`config.mk`:
```
export PLATFORM = sky130hd
export DESIGN_NAME = morse_round_ctrl
export DESIGN_NICKNAME = d
export VERILOG_FILES = /design/src/rtl/morse_game_pkg.sv /design/src/rtl/morse_lfsr4.sv /design/src/rtl/morse_round_ctrl.sv
export SDC_FILE = /design/constraint.sdc
export NUM_CORES = 1
export LEC_CHECK = 0
export BUFFER_PORTS_ARGS = -buffer_cell sky130_fd_sc_hd__buf_2
export CAP_MARGIN = 30
export CORE_ASPECT_RATIO = 2
export CORE_MARGIN = 8
export CORE_UTILIZATION = 40
export CTS_BUF_LIST = sky130_fd_sc_hd__clkbuf_8
export CTS_CLUSTER_DIAMETER = 30
export CTS_CLUSTER_SIZE = 28
export DETAILED_ROUTE_END_ITERATION = 12
export GPL_TIMING_DRIVEN = 0
export MAX_ROUTING_LAYER = met4
export PLACE_DENSITY = 0.6
export SYNTH_ARGS = -nofsm -noshare
export SYNTH_HDL_FRONTEND = slang
export SYNTH_HIERARCHICAL = 1
export SYNTH_SLANG_ARGS = --single-unit
export TNS_END_PERCENT = 20
```
`constraint.sdc`:
```
create_clock -name clk -period 6.5 [get_ports clk]
set_input_delay 0.65 -clock clk [delete_from_list [all_inputs] [get_ports clk]]
set_output_delay 0.65 -clock clk [all_outputs]
set_load 0.05 [all_outputs]
```
`src/rtl/morse_game_pkg.sv`:
```
// Shared types, constants and helpers for the Morse guessing game.
// MORSE_HEX_DIGITS_EN selects 0..14 digits; default folds them to 0..9.
package morse_game_pkg;

   typedef enum logic [1:0] {
      IDLE,
      SHOW,
      ANSWER,
      RESULT
   } state_t;

   localparam logic [3:0] LFSR_SEED = 4'b0001;
   localparam int         LFSR_TAP_HI = 3;
   localparam int         LFSR_TAP_LO = 2;

   localparam int DISPLAY_CYCLES_DEF = 16;
   localparam int ANSWER_CYCLES_DEF  = 32;
   localparam int ROUNDS_DEF         = 8;

   function automatic logic [3:0] lfsr_next(input logic [3:0] v);
      return {v[2:0], v[LFSR_TAP_HI] ^ v[LFSR_TAP_LO]};
   endfunction

   // LFSR never holds zero, so value-1 always lands in 0..14.
   function automatic logic [3:0] lfsr_to_digit(input logic [3:0] v);
      logic [3:0] d;
      d = v - 4'd1;
`ifdef MORSE_HEX_DIGITS_EN
      return d;
`else
      return (d >= 4'd10) ? d - 4'd10 : d;
`endif
   endfunction

endpackage

```
`src/rtl/morse_lfsr4.sv`:
```
// 4-bit Fibonacci LFSR (shift left, feedback b3^b2) that advances only on step.
module morse_lfsr4
   import morse_game_pkg::*;
(
   input  logic       clk,
   input  logic       rst,
   input  logic       step,
   output logic [3:0] value
);

   // NOTE: sequential state uses non-blocking assignments so every register samples pre-edge values.
   always_ff @(posedge clk) begin
      if (rst)
         value <= LFSR_SEED;
      else if (step)
         value <= lfsr_next(value);
   end

endmodule

```
`src/rtl/morse_round_ctrl.sv`:
```
// Round controller for the Morse guessing game: show a digit, collect a guess, score it.
// Build option: MORSE_HEX_DIGITS_EN (digit range, see morse_game_pkg).
module morse_round_ctrl
   import morse_game_pkg::*;
#(
   parameter int DISPLAY_CYCLES = DISPLAY_CYCLES_DEF,
   parameter int ANSWER_CYCLES  = ANSWER_CYCLES_DEF,
   parameter int ROUNDS         = ROUNDS_DEF
) (
   input  logic       clk,
   input  logic       rst,
   input  logic       start,
   input  logic       logout,
   input  logic       guess_valid,
   input  logic [3:0] guess,
   output logic [3:0] number,
   output logic       timeout,
   output logic       logout_from_gamecontrol,
   output logic [3:0] score,
   output logic       round_done,
   output logic       correct,
   output logic       game_over,
   output logic       busy
);

   localparam int CNT_MAX = (DISPLAY_CYCLES > ANSWER_CYCLES) ? DISPLAY_CYCLES : ANSWER_CYCLES;
   localparam int CW      = $clog2(CNT_MAX + 1);

   localparam logic [CW-1:0] SHOW_LAST = CW'(DISPLAY_CYCLES - 1);
   localparam logic [CW-1:0] ANS_LAST  = CW'(ANSWER_CYCLES - 1);

   state_t        state, state_nxt;
   logic [CW-1:0] cnt;
   logic [3:0]    rnd_cnt;
   logic [3:0]    lfsr_value;
   logic          enter_show;
   logic          start_game;
   logic          take_guess;
   logic          do_logout;
   logic          hit;

   morse_lfsr4 u_lfsr (
      .clk   (clk),
      .rst   (rst),
      .step  (enter_show),
      .value (lfsr_value)
   );

   assign hit = take_guess && (guess == number);

   // NOTE: every signal gets a default before the case so no latch is inferred.
   always_comb begin
      state_nxt  = state;
      enter_show = 1'b0;
      start_game = 1'b0;
      take_guess = 1'b0;
      do_logout  = 1'b0;
      if (logout && state != IDLE) begin
         state_nxt = IDLE;
         do_logout = 1'b1;
      end else begin
         case (state)
            IDLE: begin
               if (start) begin
                  state_nxt  = SHOW;
                  enter_show = 1'b1;
                  start_game = 1'b1;
               end
            end
            SHOW: begin
               if (cnt == SHOW_LAST)
                  state_nxt = ANSWER;
            end
            ANSWER: begin
               if (guess_valid) begin
                  state_nxt  = RESULT;
                  take_guess = 1'b1;
               end else if (cnt == ANS_LAST) begin
                  state_nxt = RESULT;
               end
            end
            RESULT: begin
               if (rnd_cnt < 4'(ROUNDS)) begin
                  state_nxt  = SHOW;
                  enter_show = 1'b1;
               end else begin
                  state_nxt = IDLE;
               end
            end
            default: state_nxt = IDLE;
         endcase
      end
   end

   always_ff @(posedge clk) begin
      if (rst) begin
         state                   <= IDLE;
         cnt                     <= '0;
         rnd_cnt                 <= '0;
         number                  <= '0;
         timeout                 <= 1'b1;
         score                   <= '0;
         round_done              <= 1'b0;
         correct                 <= 1'b0;
         game_over               <= 1'b0;
         busy                    <= 1'b0;
         logout_from_gamecontrol <= 1'b0;
      end else begin
         state                   <= state_nxt;
         cnt                     <= (state_nxt != state) ? '0 : cnt + CW'(1);
         timeout                 <= (state_nxt != SHOW);
         busy                    <= (state_nxt != IDLE);
         round_done              <= (state_nxt == RESULT);
         game_over               <= (state_nxt == RESULT) && (rnd_cnt == 4'(ROUNDS - 1));
         logout_from_gamecontrol <= do_logout;

         if (enter_show)
            number <= lfsr_to_digit(lfsr_next(lfsr_value));

         if (start_game) begin
            score   <= '0;
            rnd_cnt <= '0;
         end else if (state_nxt == RESULT) begin
            rnd_cnt <= rnd_cnt + 4'd1;
            correct <= hit;
            if (hit && score != 4'd15)
               score <= score + 4'd1;
         end
      end
   end

endmodule

```
Word-level counts from Yosys, hierarchy flattened

Cells that the tools add are included.

Reductions and logical operators: 11
Shift operators: 0
Add/sub/neg operators: 5
Multipliers: 0
Equality and inequality tests: 11
Div/mod/pow operators: 0
$lt $le $gt $ge: 2
Mux-type cells: 18
Bitwise gates (word level): 2

Operators with widths:

| cell                                                                  | count |
|---|---|
| 1-bit 2-to-1 mux                                                      | 10 |
| 2-bit 2-to-1 mux                                                      | 5 |
| 4-bit by 1-bit adder with 4-bit output, second input constant         | 2 |
| 2-bit case mux with 4 select lines                                    | 1 |
| 6-bit by 1-bit adder with 6-bit output, second input constant         | 1 |
| 2-bit equality test, second input constant                            | 3 |
| 6-bit by 4-bit equality test with 1-bit output, second input constant | 1 |
| 6-bit by 5-bit equality test with 1-bit output, second input constant | 1 |
| 4-bit by 3-bit equality test with 1-bit output, second input constant | 1 |
| 4-bit equality test                                                   | 1 |
| 4-bit greater-or-equal comparator, second input constant              | 1 |
| 1-bit logical AND                                                     | 4 |
| 4-bit less-than comparator, second input constant                     | 1 |
| 4-bit 2-to-1 mux                                                      | 1 |
| 4-bit != test, second input constant                                  | 1 |
| 2-bit AND reduction                                                   | 2 |
| 2-bit nonzero test                                                    | 2 |
| 2-bit OR reduction                                                    | 2 |
| 4-bit by 1-bit subtractor with 4-bit output, second input constant    | 1 |
| 4-bit subtractor, second input constant                               | 1 |
| 2-bit by 1-bit equality test with 1-bit output, second input constant | 1 |
| 2-bit zero test                                                       | 1 |
| 2-bit by 1-bit != test with 1-bit output, second input constant       | 1 |
| 2-bit != test                                                         | 1 |
| 3 further kinds                                                       | 3 |

Latch bits: 0
Register bits: 30
Memories: 0
Memory bits (read-only): 0
Memory bits (writable): 0
Bits of input ports: 9

Longest topological paths before layout

Word-level depth: 7
Mapped depth: 10
Mapped depth without buffers: 8

By module

Netlist, hierarchy kept.

By module, submodules not included:

| module           | area an instance (µm²) | cells each | instances |
|---|---|---|---|
| morse_round_ctrl | 1501.4                 | 169        | 1 |
| morse_lfsr4      | 152.6                  | 15         | 1 |

Worst setup path after synthesis

Ideal clock, no wire load.

Path kind: register -> register
Start point: register state[0]
End point: register score[2]
Path slack: 4435 ps
Cell stages (with the launch flop): 10
Data required time: 6430 ps
Arrival time: 1995 ps
Period minus slack after synthesis: 2065 ps
Buffers on the path: 2
Cell sequence: dfxtp_1 -> buf_6 -> inv_1 -> ha_1 -> buf_2 -> nor2_1 -> inv_1 -> o211a_1 -> or4_1 -> a21oi_1

Longest elaborated chain between the ends: 6

RTL lines:

| element                                                                       | line                                             | source |
|---|---|---|
| start: declaration                                                            | morse_round_ctrl.sv:32                           | `state_t state, state_nxt;` |
| start signal: assignment                                                      | morse_round_ctrl.sv:109                          | `state <= state_nxt;` |
| 2-bit 2-to-1 mux (tied with other cells)                                      | morse_round_ctrl.sv:78                           | `end else if (cnt == ANS_LAST) begin` |
| 2-bit 2-to-1 mux (tied with other cells)                                      | morse_round_ctrl.sv:75                           | `if (guess_valid) begin` |
| 2-bit case mux with 4 select lines / 1-bit 2-to-1 mux (equally long branches) | morse_round_ctrl.sv:62, morse_round_ctrl.sv:58   |  |
| 2-bit 2-to-1 mux / 1-bit logical AND (equally long branches)                  | morse_round_ctrl.sv:58, morse_round_ctrl.sv:49   |  |
| 2-bit equality test / 1-bit logical AND (equally long branches)               | morse_round_ctrl.sv:123, morse_round_ctrl.sv:126 |  |
| 2-bit AND reduction (no line)                                                 | --                                               |  |
| end signal: assignment                                                        | morse_round_ctrl.sv:127                          | `score <= score + 4'd1;` |
| end: declaration                                                              | morse_round_ctrl.sv:19                           | `output logic [3:0] score,` |

Parallel ways exist; a longest one is shown, timed or not.
A chain may end at the register's enable or synchronous reset.

Final worst setup path

Start point: register state[0]
End point: register cnt[2]

Longest elaborated chain between the ends: 6

RTL lines:

| element                            | line                    | source |
|---|---|---|
| 2-bit 2-to-1 mux                   | morse_round_ctrl.sv:78  |  |
| 2-bit 2-to-1 mux                   | morse_round_ctrl.sv:75  |  |
| 2-bit case mux with 4 select lines | morse_round_ctrl.sv:62  | `case (state)` |
| 2-bit 2-to-1 mux                   | morse_round_ctrl.sv:58  | `if (logout && state != IDLE) begin` |
| 2-bit != test *                    | morse_round_ctrl.sv:110 | `cnt <= (state_nxt != state) ? '0 : cnt + CW'(1);` |
| 2-bit OR reduction (no line) *     | --                      |  |
| end signal: assignment             | morse_round_ctrl.sv:110 |  |
| end: declaration                   | morse_round_ctrl.sv:33  | `logic [CW-1:0] cnt;` |

Every way passes the cells marked *; elsewhere a longest branch is shown, timed or not.

==> flow_results.org <==
** STA
- Setup repair after global routing left no endpoint under its margin.
- Final worst-path cycle share :: 0.3862
- Setup WS post-layout :: 3.990 ns
- Setup violations remaining at the end of the flow were counted as 0.
- Final Hold Vio Count :: 0
- Counting I/O delays and the setup requirement, the final critical path takes 2.510 ns.
- Slew at the pin closest to its max-slew limit :: 0.5505 ns
- Achievable frequency :: 398.4 MHz
- Sum of negative setup slack :: 0 ns
- Clock skew on the completed layout was measured at 0.004454 ns.
- Slew HR :: 0.6235
- Max-slew violations :: 0

** Logic synthesis
- Post-synth top area share :: 0.3631
- Number of instances in the synthesized netlist :: 184
- Net count of the mapped netlist :: 204
- Sequential element share of the synthesized area :: 0.3631
- Of the total synthesized cell area, the portion taken by AND, OR, NAND and NOR gates is 0.2262.
- Share of the synthesized netlist area taken by xor and xnor gates :: 0.05825
- Combinational family with the most area after synthesis :: simple AND/OR/NAND/NOR gates
- In this run, synthesis inferred 0 flip-flops with an integrated enable.
- Synthesis instantiated 49 different standard cells from the library.
- Share of synthesized flip-flops with an asynchronous set or reset :: 0
- Of the post-synthesis cell area, the part taken by muxes is 0.03631.
- Mapped cell area :: 1654 um2
- Yosys printed 6 warnings.
- Register bit count reported by yosys :: 30
- A synthesized cell averages 8.990 um2.
- The most used flip-flop cell after synthesis is sky130_fd_sc_hd__dfxtp_1.
- Largest cells by area after synthesis :: sky130_fd_sc_hd__dfxtp_1 (36%), sky130_fd_sc_hd__ha_1 (8.3%), sky130_fd_sc_hd__nor2_1 (5.0%)
- Cell type contributing the most total cell area after synthesis :: sky130_fd_sc_hd__dfxtp_1
- The commonest cells after synthesis are sky130_fd_sc_hd__dfxtp_1 (30), sky130_fd_sc_hd__nor2_1 (22), sky130_fd_sc_hd__a21oi_1 (12).
- Top-count cell post-synth :: sky130_fd_sc_hd__dfxtp_1
- Share of synthesized cell area in full adder, half adder and majority cells :: 0.08321
- The share of the synthesized area in compound gates (AO/OA/AOI/OAI) came to 0.1846.

** Placed design
- Port-buffer cells :: 22
- Half-perimeter wire length of the detailed placement result :: 2.865 mm
- Gpl congestion :: 0.8048
- Timing analysis after detailed placement gives a worst setup slack of 3.931 ns.

** Global routing
- For this run, the total global-route usage over all layers was measured as 0.1275.
- Global-route congestion overflow total :: 0
- Vias in the first global route :: 1,361
- The initial antenna violation count is 0.
- The first global-routing pass estimated 6.182 mm of wire.
- Pin count of the biggest net entering global routing :: 13

** Worst setup path
- Data on the critical path arrives at its endpoint at 2.73 ns.
- Of all nets on the critical path, the largest fanout is 10.
- Worst Setup SP :: state[0]$_SDFF_PP0_
- Crit-path most repeated cell :: sky130_fd_sc_hd__nor2_1
- The startpoint identified for the worst register-to-register timing path is state[0]$_SDFF_PP0_.
- On the critical path, the stage with the largest delay is an instance of sky130_fd_sc_hd__a2111oi_0.
- The endpoint identified for the worst register-to-register timing path is cnt[2]$_SDFF_PP0_.
- Element type at the critical path start :: flip-flop
- Cell breakdown of the critical path :: buf_6 -> inv_1 -> ha_1 -> buf_2 -> nor2_1 -> o32ai_1 -> a2111oi_0 -> o211ai_1 -> nor2_1
- In this design, the largest share of critical-path delay is due to compound AO/OA/AOI/OAI gates.
- Crit path capture type :: flip-flop
- Data on the critical path is required at its endpoint by 6.72 ns.
- The worst setup path is of the reg -> reg kind.
- Number of logic stages on the critical path including buffering :: 9
- Crit path capture :: cnt[2]$_SDFF_PP0_
- In this design, the stage delay of the slowest critical-path cell is 0.57 ns.
- The worst register-to-register path has a setup slack of 3.99 ns.
- Together, buffers and inverters on the worst path number 3.
- The number of cells on the worst reg-to-reg path is 9.

** CTS
- Hold_buf cts :: 0
- The clock passes through at most 2 buffers.
- Post-CTS setup buffer count :: 0
- Clock buffers created by TritonCTS :: 5
- The H-tree generated during clock tree synthesis spans 2 levels.
- CTS placed an instance of sky130_fd_sc_hd__clkbuf_8 at the clock tree root.
- TritonCTS built the clock tree.
- Gates resized during post-CTS repair numbered 0.
- Clock-pin slew reported for the worst setup and hold paths after clock tree synthesis :: 0.06 ns
- For the worst-skew pair, the clock arrives at the later sink with an insertion delay of 0.28 ns.
- Total number of clock tree sinks :: 30

** Finish
- For this run, the post-layout net count is 233.
- Fraction of final layout cells sized beyond drive strength 1 :: 0.1963
- Counting the fill cells in the layout gives 445.
- Storage element area :: 600.6 um2
- In the final layout, the multi-input gates occupy 973.4 um2.
- Compared with the post-synthesis result, the final layout area differs by 17.25%.
- The repair_antennas step left the layout with diodes totalling 0.

** Job
- Across the run, the number of max-cap violations was 0.

** Route
- Detailed routing inserted a total of 1,424 vias.
- Number of violations reported at the end of detailed-routing iteration 0 :: 34
- Antenna Nets Post-Route :: 0
- The first detailed-routing pass took 4 iterations.
- Average via count per standard cell :: 5.353
- Number of design rule violations left after detail routing :: 0
- Drt wl/cell :: 13.93 um
- Total wire length after detailed routing :: 3.705 mm

** Status
- The run finished with clean final reports.

** Power
- Worst VDD drop :: 0.1588 mV
- Cell leakage power :: 0.8307 nW
- In this run the power density over the cells is 280.3 nW/um2.

** Die
- The floorplan step defined a die boundary enclosing 6574 um2.
- FP Rows :: 33
- Placeable Area :: 4046 um2
- Ports :: 23
- Measured along the x axis, the die boundary spans 61.47 um.
- Measured along the y axis, the die boundary spans 106.9 um.
- The initial utilization of the core area, before any placement, comes to 0.4088.

** Min path
- Along the worst hold path, the cell count comes to 1.
- Worst min path class :: reg -> reg
-- power breakdown --
group          leakage (nW)  switching (mW)  internal, mW
Combinational         0.529          0.0966        0.0582
Clock                0.0575          0.0702         0.107
Sequential            0.244          0.0130         0.199
-- placed cells by master (no fill, tap or decap), types with 3 or more instances in the layout --
cell and n:
sky130_fd_sc_hd__dfxtp_1 30, sky130_fd_sc_hd__buf_2 23, sky130_fd_sc_hd__nand2_1 8, sky130_fd_sc_hd__nand3_1 8, sky130_fd_sc_hd__o211ai_1 3, sky130_fd_sc_hd__clkbuf_8 8
sky130_fd_sc_hd__ha_1 11, sky130_fd_sc_hd__xor2_1 6, sky130_fd_sc_hd__o21ai_0 8, sky130_fd_sc_hd__mux2i_1 6, sky130_fd_sc_hd__nor2_1 22, sky130_fd_sc_hd__or3_1 3
sky130_fd_sc_hd__nand2b_1 6, sky130_fd_sc_hd__inv_1 9, sky130_fd_sc_hd__a21oi_1 12, sky130_fd_sc_hd__xnor2_1 5, sky130_fd_sc_hd__nor3_1 4
-- layer usage --
metal,track usage,up-vias,share of wire
met1,0.1194,676,0.36
met2,0.2184,24,0.57
met3,0.03237,8,0.038
li1,-,716,-
met4,0.07882,0,0.025
met5,-,-,0
-- cell families after synthesis --
group	Yosys count
AOI/OAI and AO/OA	43
xor gates and xnor gates	11
adders and majority gates	11
buffers and inverters	15
DFF	30
muxes	6
and+or+nand+nor	68
-- how the worst min path moves through the flow --
stage	from	to	slack (ns)
after detailed placement	cnt[0]$_SDFF_PP0_	cnt[0]$_SDFF_PP0_	0.44
after floorplan	cnt[0]$_SDFF_PP0_	cnt[0]$_SDFF_PP0_	0.42
after global routing	cnt[0]$_SDFF_PP0_	cnt[0]$_SDFF_PP0_	0.47
after CTS	cnt[0]$_SDFF_PP0_	cnt[0]$_SDFF_PP0_	0.45
after global placement	cnt[0]$_SDFF_PP0_	cnt[0]$_SDFF_PP0_	0.43
final	cnt[0]$_SDFF_PP0_	cnt[0]$_SDFF_PP0_	0.44
-- state kept, by name (all words and copies together), names as in the netlist --
name,flops
busy,1
cnt,6
correct,1
game_over,1
logout_from_gamecontrol,1
number,4
rnd_cnt,4
round_done,1
score,4
state,2
timeout,1
u_lfsr/value,4
-- area by class of cell --
type,count,share of cell area
multi-input combinational,139,0.5019
sequential,30,0.3097
clock buffer,8,0.05677
timing repair buffer,22,0.05677
tap,52,0.03355
buffer,6,0.02387
inverter,9,0.01742
-- stage by stage --
step           instance area [um2]  instances  power (mW)  utilization  hold slack, ns
2_1_floorplan                 1654        184      0.3357            -          0.4179
3_3_place_gp                  1829        258      0.3707       0.4521          0.4302
3_5_place_dp                  1829        258      0.3714       0.4521          0.4364
4_1_cts                       1939        266      0.5519       0.4793          0.4497
5_1_grt                       1939        266      0.5780       0.4793          0.4711
6_report                      1939        266      0.5436       0.4793          0.4428
No activity file was read; power rests on OpenSTA's default activity.
